`src/rtl/counter_sequencer_if.sv`:
```
// counter_sequencer_if
//   Command channel of the counting-job sequencer. It carries one job
//   request per valid/ready handshake.
//   Signals:
//     cmd_valid   job request valid (caller -> sequencer)
//     cmd_ready   sequencer idle and able to take a job (sequencer -> caller)
//     cmd_start   first count value of each pass
//     cmd_end     terminal value of the first pass
//     cmd_mode    00 one-shot, 01 auto-reload, 10 ping-pong, 11 one-shot
//     cmd_repeat  extra passes after the first (ignored in one-shot)
//   Modports: master (job issuer), slave (counter_sequencer).
interface counter_sequencer_if #(
  parameter int WIDTH = 8,
  parameter int REP_W = 4
);
  logic             cmd_valid;
  logic             cmd_ready;
  logic [WIDTH-1:0] cmd_start;
  logic [WIDTH-1:0] cmd_end;
  logic [1:0]       cmd_mode;
  logic [REP_W-1:0] cmd_repeat;

  modport master (
    output cmd_valid,
    output cmd_start,
    output cmd_end,
    output cmd_mode,
    output cmd_repeat,
    input  cmd_ready
  );

  modport slave (
    input  cmd_valid,
    input  cmd_start,
    input  cmd_end,
    input  cmd_mode,
    input  cmd_repeat,
    output cmd_ready
  );
endinterface

```
`src/rtl/counter_sequencer.sv`:
```
// counter_sequencer
//   Programmable up/down count engine that runs one counting job at a time.
//   A job (start, end, mode, repeat) is taken over the cmd interface; the
//   block then counts one step per cycle toward the target, emitting a tick
//   on every completed pass and a one-cycle done pulse per completed job.
//   Ports:
//     clk     clock, all state changes on its rising edge
//     reset   synchronous, active-high reset
//     cmd     job command channel (slave side), cmd_ready high only in IDLE
//     hold    freezes count and pass counter while high
//     abort   cancels the active job (back to IDLE, no done pulse)
//     count   current count value (registered)
//     dir     1 = counting up toward target, 0 = down (registered)
//     busy    high whenever the FSM is not IDLE
//     tick    combinational terminal-count indication while running
//     done    one-cycle pulse while the FSM is in DONE
module counter_sequencer #(
  parameter int WIDTH = 8,
  parameter int REP_W = 4
) (
  input  logic                clk,
  input  logic                reset,
  counter_sequencer_if.slave  cmd,
  input  logic                hold,
  input  logic                abort,
  output logic [WIDTH-1:0]    count,
  output logic                dir,
  output logic                busy,
  output logic                tick,
  output logic                done
);

  typedef enum logic [1:0] {
    ST_IDLE = 2'd0,
    ST_RUN  = 2'd1,
    ST_DONE = 2'd2
  } state_t;

  localparam logic [1:0]       MODE_RELOAD   = 2'b01;
  localparam logic [1:0]       MODE_PINGPONG = 2'b10;
  localparam logic [WIDTH-1:0] CNT_ONE  = {{(WIDTH-1){1'b0}}, 1'b1};
  localparam logic [WIDTH-1:0] CNT_ZERO = {WIDTH{1'b0}};
  localparam logic [REP_W-1:0] REP_ONE  = {{(REP_W-1){1'b0}}, 1'b1};
  localparam logic [REP_W-1:0] REP_ZERO = {REP_W{1'b0}};

  state_t           state_r,  state_s;
  logic [WIDTH-1:0] count_r,  count_s;
  logic [WIDTH-1:0] target_r, target_s;
  logic [WIDTH-1:0] start_r,  start_s;
  logic [WIDTH-1:0] end_r,    end_s;
  logic [1:0]       mode_r,   mode_s;
  logic [REP_W-1:0] passes_r, passes_s;
  logic             dir_r,    dir_s;
  logic             tick_s;
  logic             ready_s;
  logic             accept_s;
  logic             at_target_s;
  logic [WIDTH-1:0] pp_target_s;

  assign ready_s     = (state_r == ST_IDLE) && !reset;
  assign accept_s    = cmd.cmd_valid && ready_s;
  assign at_target_s = (count_r == target_r);
  // Ping-pong bounces between the latched end and start values.
  assign pp_target_s = (target_r == end_r) ? start_r : end_r;

  // Next-state and datapath decode; RUN priority is abort > hold > step > terminal.
  always_comb begin
    state_s  = state_r;
    count_s  = count_r;
    target_s = target_r;
    start_s  = start_r;
    end_s    = end_r;
    mode_s   = mode_r;
    passes_s = passes_r;
    dir_s    = dir_r;
    tick_s   = 1'b0;
    case (state_r)
      ST_IDLE: begin
        if (accept_s) begin
          start_s  = cmd.cmd_start;
          end_s    = cmd.cmd_end;
          mode_s   = cmd.cmd_mode;
          count_s  = cmd.cmd_start;
          target_s = cmd.cmd_end;
          dir_s    = (cmd.cmd_end >= cmd.cmd_start);
          state_s  = ST_RUN;
          if ((cmd.cmd_mode == MODE_RELOAD) || (cmd.cmd_mode == MODE_PINGPONG)) begin
            passes_s = cmd.cmd_repeat;
          end else begin
            passes_s = REP_ZERO;
          end
        end else begin
          state_s = ST_IDLE;
        end
      end
      ST_RUN: begin
        if (abort) begin
          state_s = ST_IDLE;
        end else if (hold) begin
          state_s = ST_RUN;
        end else if (!at_target_s) begin
          // Direction always points at the target, so this never wraps.
          if (dir_r) begin
            count_s = count_r + CNT_ONE;
          end else begin
            count_s = count_r - CNT_ONE;
          end
        end else if (passes_r == REP_ZERO) begin
          tick_s  = 1'b1;
          state_s = ST_DONE;
        end else begin
          tick_s   = 1'b1;
          passes_s = passes_r - REP_ONE;
          case (mode_r)
            MODE_RELOAD: begin
              count_s = start_r;
            end
            MODE_PINGPONG: begin
              target_s = pp_target_s;
              dir_s    = ~dir_r;
              // First step of the return leg happens on the turning edge.
              if (pp_target_s > count_r) begin
                count_s = count_r + CNT_ONE;
              end else if (pp_target_s < count_r) begin
                count_s = count_r - CNT_ONE;
              end else begin
                count_s = count_r;
              end
            end
            default: begin
              state_s = ST_DONE;
            end
          endcase
        end
      end
      ST_DONE: begin
        state_s = ST_IDLE;
      end
      default: begin
        state_s = ST_IDLE;
      end
    endcase
  end

  // State and datapath registers; synchronous reset overrides everything.
  always_ff @(posedge clk) begin
    if (reset) begin
      state_r  <= ST_IDLE;
      count_r  <= CNT_ZERO;
      target_r <= CNT_ZERO;
      start_r  <= CNT_ZERO;
      end_r    <= CNT_ZERO;
      mode_r   <= 2'b00;
      passes_r <= REP_ZERO;
      dir_r    <= 1'b1;
    end else begin
      state_r  <= state_s;
      count_r  <= count_s;
      target_r <= target_s;
      start_r  <= start_s;
      end_r    <= end_s;
      mode_r   <= mode_s;
      passes_r <= passes_s;
      dir_r    <= dir_s;
    end
  end

  assign cmd.cmd_ready = ready_s;
  assign count         = count_r;
  assign dir           = dir_r;
  assign busy          = (state_r != ST_IDLE) && !reset;
  assign done          = (state_r == ST_DONE) && !reset;
  assign tick          = tick_s && !reset;

endmodule

```
`src/flat_wrapper.sv`:
```
// flat-port wrapper written by rule: the top's interface ports become plain ports
module counter_sequencer_flat 
#(
  parameter int WIDTH = 8,
  parameter int REP_W = 4
)
  (clk, reset, hold, abort, count, dir, busy, tick, done, cmd_cmd_valid, cmd_cmd_start, cmd_cmd_end, cmd_cmd_mode, cmd_cmd_repeat, cmd_cmd_ready);
  counter_sequencer_if #(.WIDTH(WIDTH), .REP_W(REP_W)) cmd_i ();
  input  logic clk;
  input  logic reset;
  input  logic hold;
  input  logic abort;
  output logic [WIDTH-1:0] count;
  output logic dir;
  output logic busy;
  output logic tick;
  output logic done;
  input wire logic [$bits(cmd_i.cmd_valid)-1:0] cmd_cmd_valid;
  input wire logic [$bits(cmd_i.cmd_start)-1:0] cmd_cmd_start;
  input wire logic [$bits(cmd_i.cmd_end)-1:0] cmd_cmd_end;
  input wire logic [$bits(cmd_i.cmd_mode)-1:0] cmd_cmd_mode;
  input wire logic [$bits(cmd_i.cmd_repeat)-1:0] cmd_cmd_repeat;
  output wire logic [$bits(cmd_i.cmd_ready)-1:0] cmd_cmd_ready;
  assign cmd_i.cmd_valid = cmd_cmd_valid;
  assign cmd_i.cmd_start = cmd_cmd_start;
  assign cmd_i.cmd_end = cmd_cmd_end;
  assign cmd_i.cmd_mode = cmd_cmd_mode;
  assign cmd_i.cmd_repeat = cmd_cmd_repeat;
  assign cmd_cmd_ready = cmd_i.cmd_ready;
  counter_sequencer #(.WIDTH(WIDTH), .REP_W(REP_W)) u_core (.clk(clk), .reset(reset), .cmd(cmd_i), .hold(hold), .abort(abort), .count(count), .dir(dir), .busy(busy), .tick(tick), .done(done));
endmodule
```
`config.mk`:
```
export PLATFORM = sky130hd
export DESIGN_NAME = counter_sequencer_flat
export DESIGN_NICKNAME = d
export VERILOG_FILES = /design/src/rtl/counter_sequencer_if.sv /design/src/rtl/counter_sequencer.sv /design/src/flat_wrapper.sv
export SDC_FILE = /design/constraint.sdc
export NUM_CORES = 1
export LEC_CHECK = 0
export ABC_AREA = 0
export ABC_CLOCK_PERIOD_IN_PS = 9000
export CAP_MARGIN = 20
export CORE_ASPECT_RATIO = 2
export CORE_UTILIZATION = 40
export DETAILED_ROUTE_END_ITERATION = 8
export GPL_ROUTABILITY_DRIVEN = 0
export HOLD_SLACK_MARGIN = 0.02
export RECOVER_POWER = 25
export SKIP_CTS_REPAIR_TIMING = 1
export SYNTH_ARGS = -nofsm -noshare
export SYNTH_HDL_FRONTEND = slang
export SYNTH_SLANG_ARGS = --single-unit
```
`constraint.sdc`:
```
create_clock -name clk -period 9 [get_ports clk]
set_input_delay 1.8 -clock clk [delete_from_list [all_inputs] [get_ports clk]]
set_output_delay 1.8 -clock clk [all_outputs]
set_load 0.01 [all_outputs]
```
# After elaboration in Yosys (flattened, before gate mapping)
# Index checks and enable logic that the tools add are counted.
classes:
  addsub: 3
  n_lt_le_gt_ge: 3
  eq_ne: 19
  muxes: 43
  bitwise: 1
  n_reduce_logical: 17
op_table:
  columns: ["op", "count"]
  rows:
  - ["$mux 8", 15]
  - ["$pmux 8 s2", 3]
  - ["$mux 4", 6]
  - ["$eq 8x8->1", 2]
  - ["$reduce_and 7->1", 2]
  - ["$mux 1", 11]
  - ["$mux 2", 5]
  - ["$add 8x1->8 const B", 1]
  - ["$ge 8x8->1", 1]
  - ["$gt 8x8->1", 1]
  - ["$lt 8x8->1", 1]
  - ["$pmux 4 s2", 1]
  - ["$sub 8x1->8 const B", 1]
  - ["$eq 2x1->1 const B", 3]
  - ["$eq 2x2->1 const B", 3]
  - ["$ne 2x1->1 const B", 3]
  - ["$ne 2x2->1 const B", 3]
  - ["$reduce_and 6->1", 1]
  - ["$logic_and 1x1->1", 5]
  - ["$ne 5x4->1 const B", 1]
  - ["$ne 5x5->1 const B", 1]
  - ["$logic_not 4->1", 1]
  - ["$ne 4x3->1 const B", 1]
  - ["$ne 4x4->1 const B", 1]
  - ["other kinds (11)", 13]
totals:
  register_bits: 41
  inputBits: 27
  out_inout_bits: 13
  elab_cells: 94

# Longest topological paths before layout
# Gate-level depths: netlist (run 1).
logic_depth:
  ltp_word: 11
  ltp_mapped: 13
  ltp_nobuf: 12

# Least setup slack after synthesis (run 1)
# Ideal clock, no wire load.
synth_timing:
  path_kind: "input to output"
  from: "input port reset"
  to: "output port done"
  arrival_time_ps: 2513
  required_time_ps: 7200
  path_slack_ps: 4687
  cell_stages: 3
  n_path_buf: 2
  path_cell_list: "clkbuf_1 > clkbuf_1 > nor3b_1"
synth_between:
  elab_chain_cells: 2
synth_lines:
  columns: ["item", "line_no", "rtl"]
  rows:
  - ["from (decl)", "flat_wrapper.sv:10", "input logic reset;"]
  - ["$logic_not 1->1", "counter_sequencer.sv:172", "assign done = (state_r == ST_DONE) && !reset;"]
  - ["$logic_and 1x1->1", "counter_sequencer.sv:172", null]
  - ["to (decl)", "flat_wrapper.sv:17", "output logic done;"]
# No other way between the ends.

# Worst setup path in the final report (run 1)
layout_timing:
  from: "input port reset"
  to: "output port tick"
layout_between:
  elab_chain_cells: 2
layout_lines:
  columns: ["item", "line_no", "rtl"]
  rows:
  - ["$logic_not 1->1", "counter_sequencer.sv:173", "assign tick = tick_s && !reset;"]
  - ["$logic_and 1x1->1", "counter_sequencer.sv:173", null]
  - ["to (decl)", "flat_wrapper.sv:16", "output logic tick;"]
# No other way between the ends.

==> results.yml, run 1 <==
worst_setup_path:
  crit_type: "input port to output port"
  cp_slowest_stage_delay_ns: 0.71
  cp.depth: 5
  r2r_setup_slack_ns: 4.99
  reg2reg_depth: 12
  cp_top_family: "buffers and inverters"
  crit_end: "tick"
  critPathRequiredTime_ns: 7.20
  crit_chain: "dlygate4sd3_1, nor2_1, nand2_1, nor2_1, clkdlybuf4s50_1"
  startpoint: "reset"
  crit_path_frequent_cell: "nor2_1"
  endpoint_kind: "output port"
  crit_slowest_cell: "dlygate4sd3_1"
  critical_path.max_fanout: 12
  cp_num_buf_inv: 2
  worstPathArrival_ns: 3.37
  r2r_end: "u_core.count[6]"
  reg2reg_from: "u_core.target_r[6]"
  startpoint_type: "input port"
sta:
  fin_worst_skew_ns: 0.00296
  fmax_mhz: 193
  maxSlewHeadroom_pct: 27.0
  post-route-min-period_ns: 5.17
  tightest_slew_ns: 1.10
  setup-tns-final_ns: 0
  finalCritPeriodShare_pct: 57.4
  worst_slack_ns: 3.83
  drv_slew: 0
  grt_setup_unrepaired: "no"
  setup_viol: 0
  hold_viol: 0
layout:
  syn2layout_area_growth_pct: 19.9
  final_core_util_pct: 49.3
  final_cell_mix: "nand2_1, nor2_1, dfxtp_1"
  fin_area_sq_mm: 0.00375
  fillers: 783
  insertedDiodeCount: 0
  nets: 477
  layout_commonest_cell: "nand2_1"
  layout-drive-gt1-share_pct: 7.93
route:
  first_pass_iters: 4
  drtIter0Drc: 199
  drc: 0
  avgViaCountPerCell: 5.68
  routed_wl_mm: 9.08
  ant_nets: 0
  vias: 2972
  routed_wire_length_per_instance_um: 17.4
yosys:
  yosysWarnings: 0
  synth_edf_count: 0
  yosysTopAreaCell: "dfxtp_1"
  yosysTopAreaCellShare_pct: 26.3
  yosysSeqAreaShare_pct: 26.3
  async_reset_ff_share_pct: 0
  synth.distinct_cells: 53
  synth_area_per_cell_sq_um: 7.84
  ys_ff_latch: 41
  ys_top_cells_by_area: "dfxtp_1, ha_1, mux2_2, nand2_1, nor2_1"
  syn-num-nets: 448
  netlist_instances: 399
  syn_area_sq_mm: 0.00313
  synth_ff_type: "dfxtp_1"
placement:
  placed_area_sq_mm: 0.00357
  dp_slack_ns: 3.41
  post-dp-hpwl_mm: 7.06
  port_buffers: 39
die:
  initial_utilization_pct: 41.1
  fp.dieW_um: 64.5
  die_y_um: 127
  dieArea_sq_mm: 0.00820
  rows: 45
  core_area_sq_mm: 0.00760
  io_pins: 40
run:
  cap_violations: 0
min_path:
  hold_class: "flop to flop"
power_and_ir_drop:
  leakagePower_nw: 1.59
  peakVddDrop_uv: 157
  cellPowerDensity_mw_per_mm2: 171
global_routing:
  antenna_found_initial: 0
  grt_first_pass_wirelength_mm: 14.5
  grt_pass1_vias: 2868
  overflow: 0
  grt_start_max_net_pins: 31
  grt_usage_pct: 23.6
clocking:
  htree_levels: 2
  cts_buffers: 5
  cts.clk_slew.worst_paths_ns: 0.06
  clockBufferDepth: 2
  cts_tree: "done"
  clock_sinks: 41
  clkLatencyLatePin_ns: 0.29
  ctsRootBufferMaster: "clkbuf_16"
outcome:
  status: "completed"
==> stage by stage <==
stage	total power, W	hold WS [ns]	cells
2_1_floorplan	0.000362	0.442	399
3_3_place_gp	0.000425	0.458	514
3_5_place_dp	0.000427	0.466	514
4_1_cts	0.000643	0.475	522
5_1_grt	0.000673	0.509	523
6_report	0.000640	0.474	523
==> routing by layer <==
metal  routed length (um)  vias up  GRT usage [%]
met5                    0        -              0
met4                  309        0           11.6
met3                  195       22           3.39
met2                 5060       64           44.1
met1                 3520     1409           24.7
li1                     -     1477              -
==> cell usage after synthesis, drive strengths merged (5+ instances only) <==
cell type,count
nor3,8
mux2i,16
o21ai,25
clkbuf,14
xor2,17
nor2,44
dfxtp,41
nor4,5
xnor2,6
a21oi,23
a221oi,5
and3,9
buf,7
inv,25
mux2,15
nand3,8
o31ai,5
ha,22
nand2,45
==> cell type report <==
type,count,area (sq um),area share [%]
Timing Repair Buffer,43,428,11.4
Clock buffer,6,139,3.70
Inverter,25,93.8,2.50
Sequential cell,41,821,21.9
Clock inverter,2,37.5,1.00
Multi-Input combinational cell,312,2110,56.3
Tap cell,94,118,3.14
==> worst min-delay path by stage <==
stage | from | to | slack, ns | cells past startpoint
after floorplan | u_core.start_r[5] | u_core.start_r[5] | 0.44 | 2
after global placement | u_core.start_r[4] | u_core.start_r[4] | 0.46 | 2
after detailed placement | u_core.start_r[4] | u_core.start_r[4] | 0.47 | 2
after CTS | u_core.start_r[4] | u_core.start_r[4] | 0.48 | 2
after global routing | u_core.end_r[4] | u_core.end_r[4] | 0.51 | 2
final | u_core.start_r[4] | u_core.start_r[4] | 0.47 | 2
==> sequential cells by signal, summed over array words and instances, names as in the netlist <==
| signal | count |
|---|---|
| u_core.end_r | 8 |
| u_core.dir | 1 |
| u_core.mode_r | 2 |
| u_core.target_r | 8 |
| u_core.state_r | 2 |
| u_core.count | 8 |
| u_core.passes_r | 4 |
| u_core.start_r | 8 |
==> worst register-to-register path, delay by kind of cell (launching register included) <==
family                   cells  cell delay [ns]
multiplexers                 2             0.77
flip-flops                   1             0.34
AO/OA/AOI/OAI                2             0.54
XOR/XNOR                     1             0.20
AND/OR/NAND/NOR              6             1.76
adder cells (fa/ha/maj)      1             0.33
==> report_power, final <==
part / internal (W) / switching [W]
clock network: 0.000138 / 0.0000776
registers: 0.000195 / 0.0000188
logic: 0.0000882 / 0.000122
total: 0.000421 / 0.000219
==> kinds of logic after synthesis <==
kind of cell             share of synthesized area (%)
multiplexers                                      10.5
flip-flops                                        26.3
buffers and inverters                             5.84
AND/OR/NAND/NOR                                   22.0
AO/OA/AOI/OAI                                     20.1
adder cells (fa/ha/maj)                           8.80
XOR/XNOR                                          6.44
Power figures use the tool's default switching activity.
==> run 2, diff against run 1 <==
ABC_CLOCK_PERIOD_IN_PS = 5000   (was 9000)
clock period = 5 ns   (was 9 ns; I/O delays follow)
==> results.yml, run 2 (same netlist as run 1, synthesis figures left out) <==
sta:
  grt_setup_unrepaired: "no"
  post-route-min-period_ns: 4.35
  fmax_mhz: 230
  drv_slew: 0
  timing.hold.ws_ns: 0.493
  setup-tns-final_ns: 0
  finalCritPeriodShare_pct: 87.0
  hold_viol: 0
  tightest_slew_ns: 1.20
  setup_viol: 0
  maxSlewHeadroom_pct: 20.1
  fin_worst_skew_ns: 0.00733
clocking:
  clockBufferDepth: 2
  clock_sinks: 41
  cts.clk_slew.worst_paths_ns: 0.06
  htree_levels: 2
  cts_buffers: 5
  ctsRootBufferMaster: "clkbuf_16"
  cts_tree: "done"
  clkLatencyLatePin_ns: 0.29
global_routing:
  grt_first_pass_wirelength_mm: 15.7
  overflow: 0
  grt_pass1_vias: 3132
  grt_usage_pct: 25.3
  grt_start_max_net_pins: 31
  antenna_found_initial: 0
die:
  core_area_sq_mm: 0.00760
  io_pins: 40
  initial_utilization_pct: 41.1
  dieArea_sq_mm: 0.00820
  fp.dieW_um: 64.5
  rows: 45
  die_y_um: 127
route:
  drtIter0Drc: 180
  ant_nets: 0
  drc: 0
  routed_wl_mm: 9.56
  routed_wire_length_per_instance_um: 18.3
  vias: 3023
  first_pass_iters: 4
  avgViaCountPerCell: 5.78
worst_setup_path:
  critical_path.max_fanout: 21
  reg2reg_from: "u_core.target_r[2]"
  worstPathArrival_ns: 3.35
  r2r_end: "u_core.count[6]"
  r2r_setup_slack_ns: 1.09
  crit_type: "input port to output port"
  endpoint_kind: "output port"
  startpoint_type: "input port"
  critPathRequiredTime_ns: 4.00
  reg2reg_depth: 12
power_and_ir_drop:
  cellPowerDensity_mw_per_mm2: 291
  leakagePower_nw: 1.57
  peakVddDrop_uv: 236
  total_power_w: 0.00108
layout:
  fin_cells: 523
  nets: 477
  syn2layout_area_growth_pct: 18.3
  fin_area_sq_mm: 0.00370
  insertedDiodeCount: 0
  layout_commonest_cell: "nand2_1"
  final_cell_mix: "nand2_1, nor2_1, dfxtp_1"
  layout-drive-gt1-share_pct: 7.46
min_path:
  worstHoldPathCells: 2
  hp-start: "u_core.start_r[7]"
  min_delay_worst_endpoint: "u_core.start_r[7]"
  hold_class: "flop to flop"
placement:
  place_inst: 515
  port_buffers: 39
  post-dp-hpwl_mm: 7.41
  placed_area_sq_mm: 0.00358
run:
  cap_violations: 0
outcome:
  status: "completed"
## run 2: critical path, stage by stage
cell and delay (ns):
dlygate4sd3_1 0.74, clkbuf_1 0.86, nor2_1 0.07, nand2_1 0.12
nor2_1 0.04, clkdlybuf4s50_1 0.50
## run 2: report_power, final
part           switching (W)  leakage [nW]  internal, W
logic               0.000218          1.16     0.000157
clock network       0.000135        0.0706     0.000183
registers          0.0000349         0.337     0.000350
total               0.000388          1.57     0.000691
## run 2: layer usage
metal	share of wire (%)	up-vias	GRT usage [%]	wire length, um
met5	0	-	0	0
met2	55	79	46.9	5240
met1	37	1436	26.0	3560
met4	4.5	0	16.1	433
li1	-	1481	-	-
met3	3.4	27	2.86	324
## run 2: worst max-delay path by stage
stage,depth (start not counted),from,endpoint
finish,6,reset,tick
global route,6,reset,tick
CTS,12,u_core.target_r[2],u_core.count[6]
detailed placement,12,u_core.target_r[2],u_core.count[6]
floorplan,13,u_core.target_r[6],u_core.count[6]
global placement,12,u_core.target_r[2],u_core.count[6]
## run 2: through the flow
stage	setup WS (ns)	utilization, %
5_1_grt	0.494	48.7
3_5_place_dp	1.11	47.0
2_1_floorplan	1.59	-
3_3_place_gp	1.21	47.0
6_report	0.652	48.7
4_1_cts	1.08	48.9
## run 2: area by class of cell
type                    instances  area, sq um
clock inverters                 2         10.0
inverters                      25         93.8
multi-input cells             312         2110
fillers                       757         3900
flip-flops and latches         41          821
repair buffers                 43          417
well taps                      94          118
clock buffers                   6          129
